--- config.mk ---
export PLATFORM = sky130hd
export DESIGN_NAME = mdio_master_param
export DESIGN_NICKNAME = d
export VERILOG_FILES = /design/src/rtl/mdio_master_param.sv
export SDC_FILE = /design/constraint.sdc
export NUM_CORES = 1
export LEC_CHECK = 0
export ABC_AREA = 1
export CELL_PAD_IN_SITES_DETAIL_PLACEMENT = 1
export CELL_PAD_IN_SITES_GLOBAL_PLACEMENT = 1
export CORE_ASPECT_RATIO = 1.5
export CORE_MARGIN = 2
export CORE_UTILIZATION = 37
export CTS_CLUSTER_DIAMETER = 60
export DETAILED_ROUTE_END_ITERATION = 10
export HOLD_SLACK_MARGIN = 0.05
export MAX_ROUTING_LAYER = met4
export PLACE_DENSITY_LB_ADDON = 0.1
export SLEW_MARGIN = 0
export SYNTH_ARGS = -nofsm -noshare
export SYNTH_HDL_FRONTEND = slang
export SYNTH_SLANG_ARGS = --single-unit
--- constraint.sdc ---
create_clock -name CLK -period 2.05 [get_ports CLK]
set_input_delay 0.41 -clock CLK [delete_from_list [all_inputs] [get_ports CLK]]
set_output_delay 0.41 -clock CLK [all_outputs]
set_load 0.02 [all_outputs]
--- src/rtl/mdio_master_param.sv ---
// MDIO management master: shifts a 32-bit command word out on MDC/MDIO with a programmable
// divider and preamble. Define MDIO_CL45_EN to also accept Clause 45 frames (ST=00).
module mdio_master_param #(
   parameter int unsigned CLK_DIV      = 1,
   parameter int unsigned PREAMBLE_LEN = 32
) (
   input  logic        CLK,
   input  logic        RESET,
   input  logic        MDIO_START,
   input  logic [31:0] T_DATA,
   input  logic        MDIO_IN,
   output logic [15:0] RD_DATA,
   output logic        DATA_RDY,
   output logic        RD_ERR,
   output logic        CMD_ERR,
   output logic        BUSY,
   output logic        MDC,
   output logic        MDIO_OE,
   output logic        MDIO_OUT
);

   localparam int unsigned     CntW    = $clog2(CLK_DIV) + 1;
   localparam logic [CntW-1:0] CntMax  = CntW'(CLK_DIV - 1);
   localparam logic [5:0]      PreLast = (PREAMBLE_LEN == 0) ? 6'd0 : 6'(PREAMBLE_LEN - 1);
`ifdef MDIO_CL45_EN
   localparam bit Cl45En = 1'b1;
`else
   localparam bit Cl45En = 1'b0;
`endif

   typedef enum logic [2:0] {
      StIdle, StPreamble, StSend, StTaRx, StReceive, StDone
   } state_e;

   state_e          state_q, state_d;
   logic [CntW-1:0] cnt_q, cnt_d;
   logic            mdc_q, mdc_d;
   logic [5:0]      bit_q, bit_d;
   logic [31:0]     sh_q, sh_d;
   logic [15:0]     rx_q, rx_d;
   logic [15:0]     rd_data_q, rd_data_d;
   logic            rd_err_q, rd_err_d;
   logic            cmd_err_q, cmd_err_d;
   logic            read_q, read_d;
   logic            cmd_valid, cmd_read, active, rise, fall;

   always_comb begin
      cmd_valid = 1'b0;
      cmd_read  = 1'b0;
      if (T_DATA[31:30] == 2'b01) begin
         cmd_valid = (T_DATA[29:28] == 2'b01) || (T_DATA[29:28] == 2'b10);
         cmd_read  = (T_DATA[29:28] == 2'b10);
      end else if (Cl45En && (T_DATA[31:30] == 2'b00)) begin
         // Clause 45: OP=00/01 address/write, OP=10/11 read variants
         cmd_valid = 1'b1;
         cmd_read  = T_DATA[29];
      end
   end

   assign active = (state_q != StIdle) && (state_q != StDone);
   assign rise   = active && !mdc_q && (cnt_q == CntMax);
   assign fall   = active && mdc_q && (cnt_q == CntMax);

   always_comb begin
      state_d   = state_q;
      cnt_d     = cnt_q;
      mdc_d     = mdc_q;
      bit_d     = bit_q;
      sh_d      = sh_q;
      rx_d      = rx_q;
      rd_data_d = rd_data_q;
      rd_err_d  = rd_err_q;
      cmd_err_d = 1'b0;
      read_d    = read_q;

      if (active) begin
         if (cnt_q == CntMax) begin
            cnt_d = '0;
            mdc_d = !mdc_q;
         end else begin
            cnt_d = cnt_q + CntW'(1);
         end
      end

      if (rise) begin
         if ((state_q == StTaRx) && (bit_q == 6'd1) && MDIO_IN) rd_err_d = 1'b1;
         if (state_q == StReceive) rx_d = {rx_q[14:0], MDIO_IN};
      end

      // Falling MDC marks the bit boundary: all pad and state changes happen here
      if (fall) begin
         bit_d = bit_q + 6'd1;
         case (state_q)
            StPreamble: if (bit_q == PreLast) begin
               state_d = StSend;
               bit_d   = 6'd0;
            end
            StSend: begin
               sh_d = {sh_q[30:0], 1'b0};
               if (bit_q == (read_q ? 6'd13 : 6'd31)) begin
                  state_d = read_q ? StTaRx : StDone;
                  bit_d   = 6'd0;
               end
            end
            StTaRx: if (bit_q == 6'd1) begin
               state_d = StReceive;
               bit_d   = 6'd0;
            end
            StReceive: if (bit_q == 6'd15) begin
               state_d   = StDone;
               bit_d     = 6'd0;
               rd_data_d = rx_q;
            end
            default: ;
         endcase
      end

      if (state_q == StDone) state_d = StIdle;

      if (!active && MDIO_START) begin
         if (cmd_valid) begin
            state_d  = (PREAMBLE_LEN == 0) ? StSend : StPreamble;
            cnt_d    = '0;
            mdc_d    = 1'b0;
            bit_d    = 6'd0;
            rd_err_d = 1'b0;
            read_d   = cmd_read;
            sh_d     = {T_DATA[31:18], (cmd_read ? T_DATA[17:16] : 2'b10), T_DATA[15:0]};
         end else begin
            cmd_err_d = 1'b1;
         end
      end
   end

   always_ff @(posedge CLK) begin
      if (RESET) begin
         state_q   <= StIdle;
         cnt_q     <= '0;
         mdc_q     <= 1'b0;
         bit_q     <= 6'd0;
         sh_q      <= 32'd0;
         rx_q      <= 16'd0;
         rd_data_q <= 16'd0;
         rd_err_q  <= 1'b0;
         cmd_err_q <= 1'b0;
         read_q    <= 1'b0;
      end else begin
         state_q   <= state_d;
         cnt_q     <= cnt_d;
         mdc_q     <= mdc_d;
         bit_q     <= bit_d;
         sh_q      <= sh_d;
         rx_q      <= rx_d;
         rd_data_q <= rd_data_d;
         rd_err_q  <= rd_err_d;
         cmd_err_q <= cmd_err_d;
         read_q    <= read_d;
      end
   end

   assign MDC      = mdc_q;
   assign BUSY     = active;
   assign DATA_RDY = (state_q == StDone);
   assign RD_DATA  = rd_data_q;
   assign RD_ERR   = rd_err_q;
   assign CMD_ERR  = cmd_err_q;
   assign MDIO_OE  = (state_q == StPreamble) || (state_q == StSend);
   assign MDIO_OUT = (state_q == StPreamble) || ((state_q == StSend) && sh_q[31]);

endmodule

Word-level counts from Yosys, hierarchy flattened. Index checks and enable logic that the tools add are counted.

Register bits after elaboration: 78. Word-level logic and storage cells: 85. Input port bits: 36. Output and inout port bits: 23.

Mux-type cells: 39. Bitwise operators: 2. Reduce and logical (&&, ||, !) cells: 19. Eq/ne operators: 13. Add/sub/neg operators: 2.

Operators with widths (number): $mux 32 (4); $mux 6 (7); $mux 3 (9); $pmux 6 s4 (1); $mux 1 (15); $pmux 3 s4 (1); $logic_and 1x1->1 (9); $add 6x1->6 const B (1); $eq 3x2->1 const B (2); $eq 3x3->1 const B (2); $eq 6x1->1 const B (1); $eq 6x4->1 const B (1); $eq 6x5->1 (1); $eq 6x5->1 const B (1); $mux 5 (1); $eq 2x1->1 const B (2); $reduce_and 2->1 (2); $eq 3x1->1 const B (1); $logic_or 1x1->1 (3); $ne 3x3->1 const B (1); $reduce_and 3->1 (1); $reduce_bool 3->1 (1); $eq 2x2->1 const B (1); $logic_not 1->1 (2); other kinds (4) (5).

Logic depth before layout (Yosys ltp).
Depth after elaboration: 8. Depth in mapped cells: 10. Mapped depth without buffers: 10.

Worst setup path before layout. Ideal clock, no wire load.

Path kind: input to register. From: input T_DATA[28]. To: register sh_q[17]. Setup slack: 468 ps. Arrival time: 1462 ps. Setup time: 120 ps. Cell stages on the path: 9. Cell sequence: inv_1 -> ha_1 -> nor2_1 -> nand3_2 -> inv_2 -> buf_2 -> nand2_1 -> o21ai_1 -> a21oi_1.

Cells in the longest elaborated chain, start to end: 5. Elaborated cells on any way between the ends: 8.

RTL lines: start, declared (RTL line 10) `input logic [31:0] T_DATA,`; $eq 2x2->1 or $eq 2x1->1 (tied branches) (RTL line 51, 52); $mux 1 or $logic_or 1x1->1 (tied branches) (RTL line 50, 51); $mux 2 or $mux 1 (tied branches) (RTL line 128, 50); $mux 32 * (RTL line 121) `if (cmd_valid) begin`; $mux 32 * (RTL line 120) `if (!active && MDIO_START) begin`; end signal, assigned (RTL line 141) `sh_q <= 32'd0;`; end signal, assigned (RTL line 152) `sh_q <= sh_d;`; end, declared (RTL line 39) `logic [31:0] sh_q, sh_d;`.

Every way passes the cells marked *; elsewhere a longest branch is shown, timed or not. A chain may end at the register's enable or synchronous reset.

Worst setup path after layout.
From: register state_q[0]. To: output DATA_RDY.

Cells in the longest elaborated chain, start to end: 1.

RTL lines: start, declared (RTL line 35) `state_e state_q, state_d;`; start signal, assigned (RTL line 137) `state_q <= StIdle;`; start signal, assigned (RTL line 148) `state_q <= state_d;`; $eq 3x3->1 (RTL line 163) `assign DATA_RDY = (state_q == StDone);`; end, declared (RTL line 13) `output logic DATA_RDY,`.

No other way between the ends.

==> results <==
[power by group through the flow]
stage / clock [W] / combinational, W / sequential [W]
global placement: 0 / 0.000236 / 0.00160
CTS: 0.00153 / 0.000242 / 0.00156
detailed placement: 0 / 0.000241 / 0.00160
floorplan: 0 / 0.000108 / 0.00160
finish: 0.00150 / 0.000238 / 0.00156
global route: 0.00159 / 0.000266 / 0.00157
[worst register-to-register path: stages (launching register included)]
cell	delay, ns
dfxtp_1	0.42
inv_1	0.10
nand3_2	0.13
nand3_4	0.13
nor2_4	0.14
nand2_2	0.15
inv_2	0.21
buf_12	0.20
nand2_1	0.08
a21oi_1	0.16
[worst paths after layout]
kind	endpoint	startpoint	cells past startpoint	slack, ns
worst max-delay path	DATA_RDY	state_q[0]$_SDFF_PP0_	4	0.13
worst min-delay path	sh_q[27]$_SDFF_PP0_	sh_q[26]$_SDFF_PP0_	2	0.46
worst max register to register	sh_q[3]$_SDFF_PP0_	state_q[1]$_SDFF_PP0_	9	0.26
worst min register to register	sh_q[27]$_SDFF_PP0_	sh_q[26]$_SDFF_PP0_	2	0.46
[cell families after synthesis]
family	after synthesis
adder cells (fa/ha/maj)	3
AND/OR/NAND/NOR	200
AO/OA/AOI/OAI	137
XOR/XNOR	1
buffers and inverters	54
flip-flops	78
[flip-flops by register name (all words and copies together), names as in the netlist]
register and cells:
RD_DATA 16, RD_ERR 1, read_q 1, MDC 1, bit_q 6, cnt_q 1, sh_q 32, state_q 3
CMD_ERR 1, rx_q 16
[synthesized netlist by cell type]
cell	instances
buf_4	3
nor2_4	1
a21oi_1	67
nor2_8	1
nand3_2	3
o21ai_1	14
nand3_4	1
or2_0	1
and2_1	1
nand4_1	1
buf_2	6
o21ai_0	55
dfxtp_1	78
clkbuf_1	15
nor3_1	6
nand2_2	2
nor3_4	1
inv_2	7
o22ai_1	1
ha_1	3
nand2_1	81
nor2_2	1
inv_1	23
nor2_1	87
nand3_1	13
xor2_1	1
[per-layer routing]
metal	up-vias	routed length [µm]	track usage [%]
met4	0	215	8.75
met1	1599	4010	23.9
met2	54	4870	36.2
met3	19	356	4.39
met5	-	0	-
li1	1676	-	-
[what timing repair did]
item | 4_1_cts | 5_1_grt
resized for setup | 4 | 2
endpoints found under the setup margin | 4 | 1
buffers inserted | 0 | 0
[through the flow]
step	setup WS (ns)	TNS [ns]	hold WS [ns]	power (W)
2_1_floorplan	0.468	0	0.438	0.00170
3_3_place_gp	-0.0790	-1.51	0.448	0.00183
3_5_place_dp	-0.121	-3.37	0.454	0.00184
4_1_cts	0.0426	0	0.462	0.00334
5_1_grt	0.0135	0	0.485	0.00342
6_report	0.126	0	0.460	0.00330
[area by class of cell]
class	count	area [µm²]	area share [%]
clock buffer	11	243	5.47
clock inverter	5	33.8	0.761
inverter	30	113	2.54
multi-input combinational	341	1590	35.9
sequential	78	1560	35.2
tap	110	138	3.10
timing repair buffer	78	759	17.1
==> impl_metrics.yaml <==
clock_tree:
  cts_tree: "yes"
  h-tree-depth: 3
  clk_latency_ns: 0.34
  clock-sinks: 78
  ctsLongestPathBuffers: 2
  clkTransAtPathRegs_ns: 0.06
  hold_buffers: 0
  cts_root_buf: "clkbuf_16"
  cts-buffers-inserted: 9
drt:
  num_vias: 3348
  drt-initial-drc-count: 138
  drt-wirelength-per-cell_um: 14.5
  drc_errors: 0
  drtAntennaViolNets: 0
  routed_wl_mm: 9.45
  viasPerCell: 5.13
  drt_pre_antenna_iters: 4
critical_path:
  critPathArrivalTime_ns: 1.51
  required_ns: 1.64
  startpoint_type: "flop"
  crit_buf_inv: 3
  crit_slowest_cell: "dfxtp_1"
  crit_path_end_kind: "primary output"
  cp_max_fo: 5
  worstSetupPathType: "flop to primary output"
  worstPathCellList: "nand3_2, buf_4, inv_1, dlygate4sd2_1"
  max_stage_delay_ns: 0.42
  cpLargestDelayFamily: "buffers and inverters"
floorplanning:
  rows: 42
  die_x_um: 82.0
  start_util_pct: 38.2
  dieArea_um2: 9920
  die_h_um: 121
  io_pins: 59
  core_area_um2: 8830
run:
  cap_violations: 0
synthesis:
  synth_area_um2: 3370
  ys_ff_latch: 78
  synthAdderAreaFrac_pct: 1.11
  synth_compound_area_share_pct: 20.4
  yosys-top-cells-area: "dfxtp_1 (46%), a21oi_1 (9.9%), nor2_1 (9.7%), nand2_1 (9.0%), o21ai_0 (8.2%)"
  synthXorXnorAreaFrac_pct: 0.260
  syn_area_per_cell_um2: 7.13
  synthDistinctLibCells: 26
  syn-num-nets: 512
  ys_warn_count: 0
  postSynthCellCount: 473
  synth_top_area_share_pct: 46.3
  synthMuxAreaShare_pct: 0
  synth-simple-area-share_pct: 25.4
  synth_top_family_by_area: "simple AND/OR/NAND/NOR gates"
  seq_area_frac_synth_pct: 46.3
  synth_top_area_cell: "dfxtp_1"
power:
  power.leakage_nw: 1.91
  p_seq_share_pct: 47.4
  share_comb_of_total_power_pct: 7.2
  power.clock.fraction_pct: 45.4
  cellPowerDensity_nw_per_um2: 743
  ir_drop_mv: 0.529
  internal-power_w: 0.00252
  power_switching_w: 0.000774
  power.share.switching_pct: 23.5
layout:
  final_nets: 577
  utilization_pct: 50.3
  diodes: 0
  drive_gt1_share_pct: 9.76
  final_common_cell: "nor2_1"
  num-fill-cells: 1124
  final_cells: 653
  syn_to_final_growth_pct: 31.6
  mostFrequentLayoutCells: "nor2_1 (87), nand2_1 (81), dfxtp_1 (78)"
  stdcell_area_um2: 4440
placed_design:
  placed_area_um2: 4170
  portBuffers: 58
  hpwl_mm: 6.81
  dp.cells: 637
  gp_congestion: 0.897
sta:
  period_needed_ns: 1.92
  maxSlewViolCount: 0
  setup_violations: 0
  fmax_ghz: 0.520
  finalCritPeriodShare_pct: 93.9
  clock_skew_ns: 0.00627
  relSlewSlack_pct: 81.1
  hold_viol: 0
  rsz0062_at_grt: "false"
  worst_pin_slew_ns: 0.283
outcome:
  status: "finished clean"
grt:
  antenna_found_initial: 0
  grt_pass1_wl_mm: 16.0
  overflow: 0
  grtUsageTotal_pct: 21.3
  grt_pass1_vias: 3575
  grt_max_degree: 27
hold_path:
  hold_class: "flop to flop"
Power figures use the tool's default switching activity.
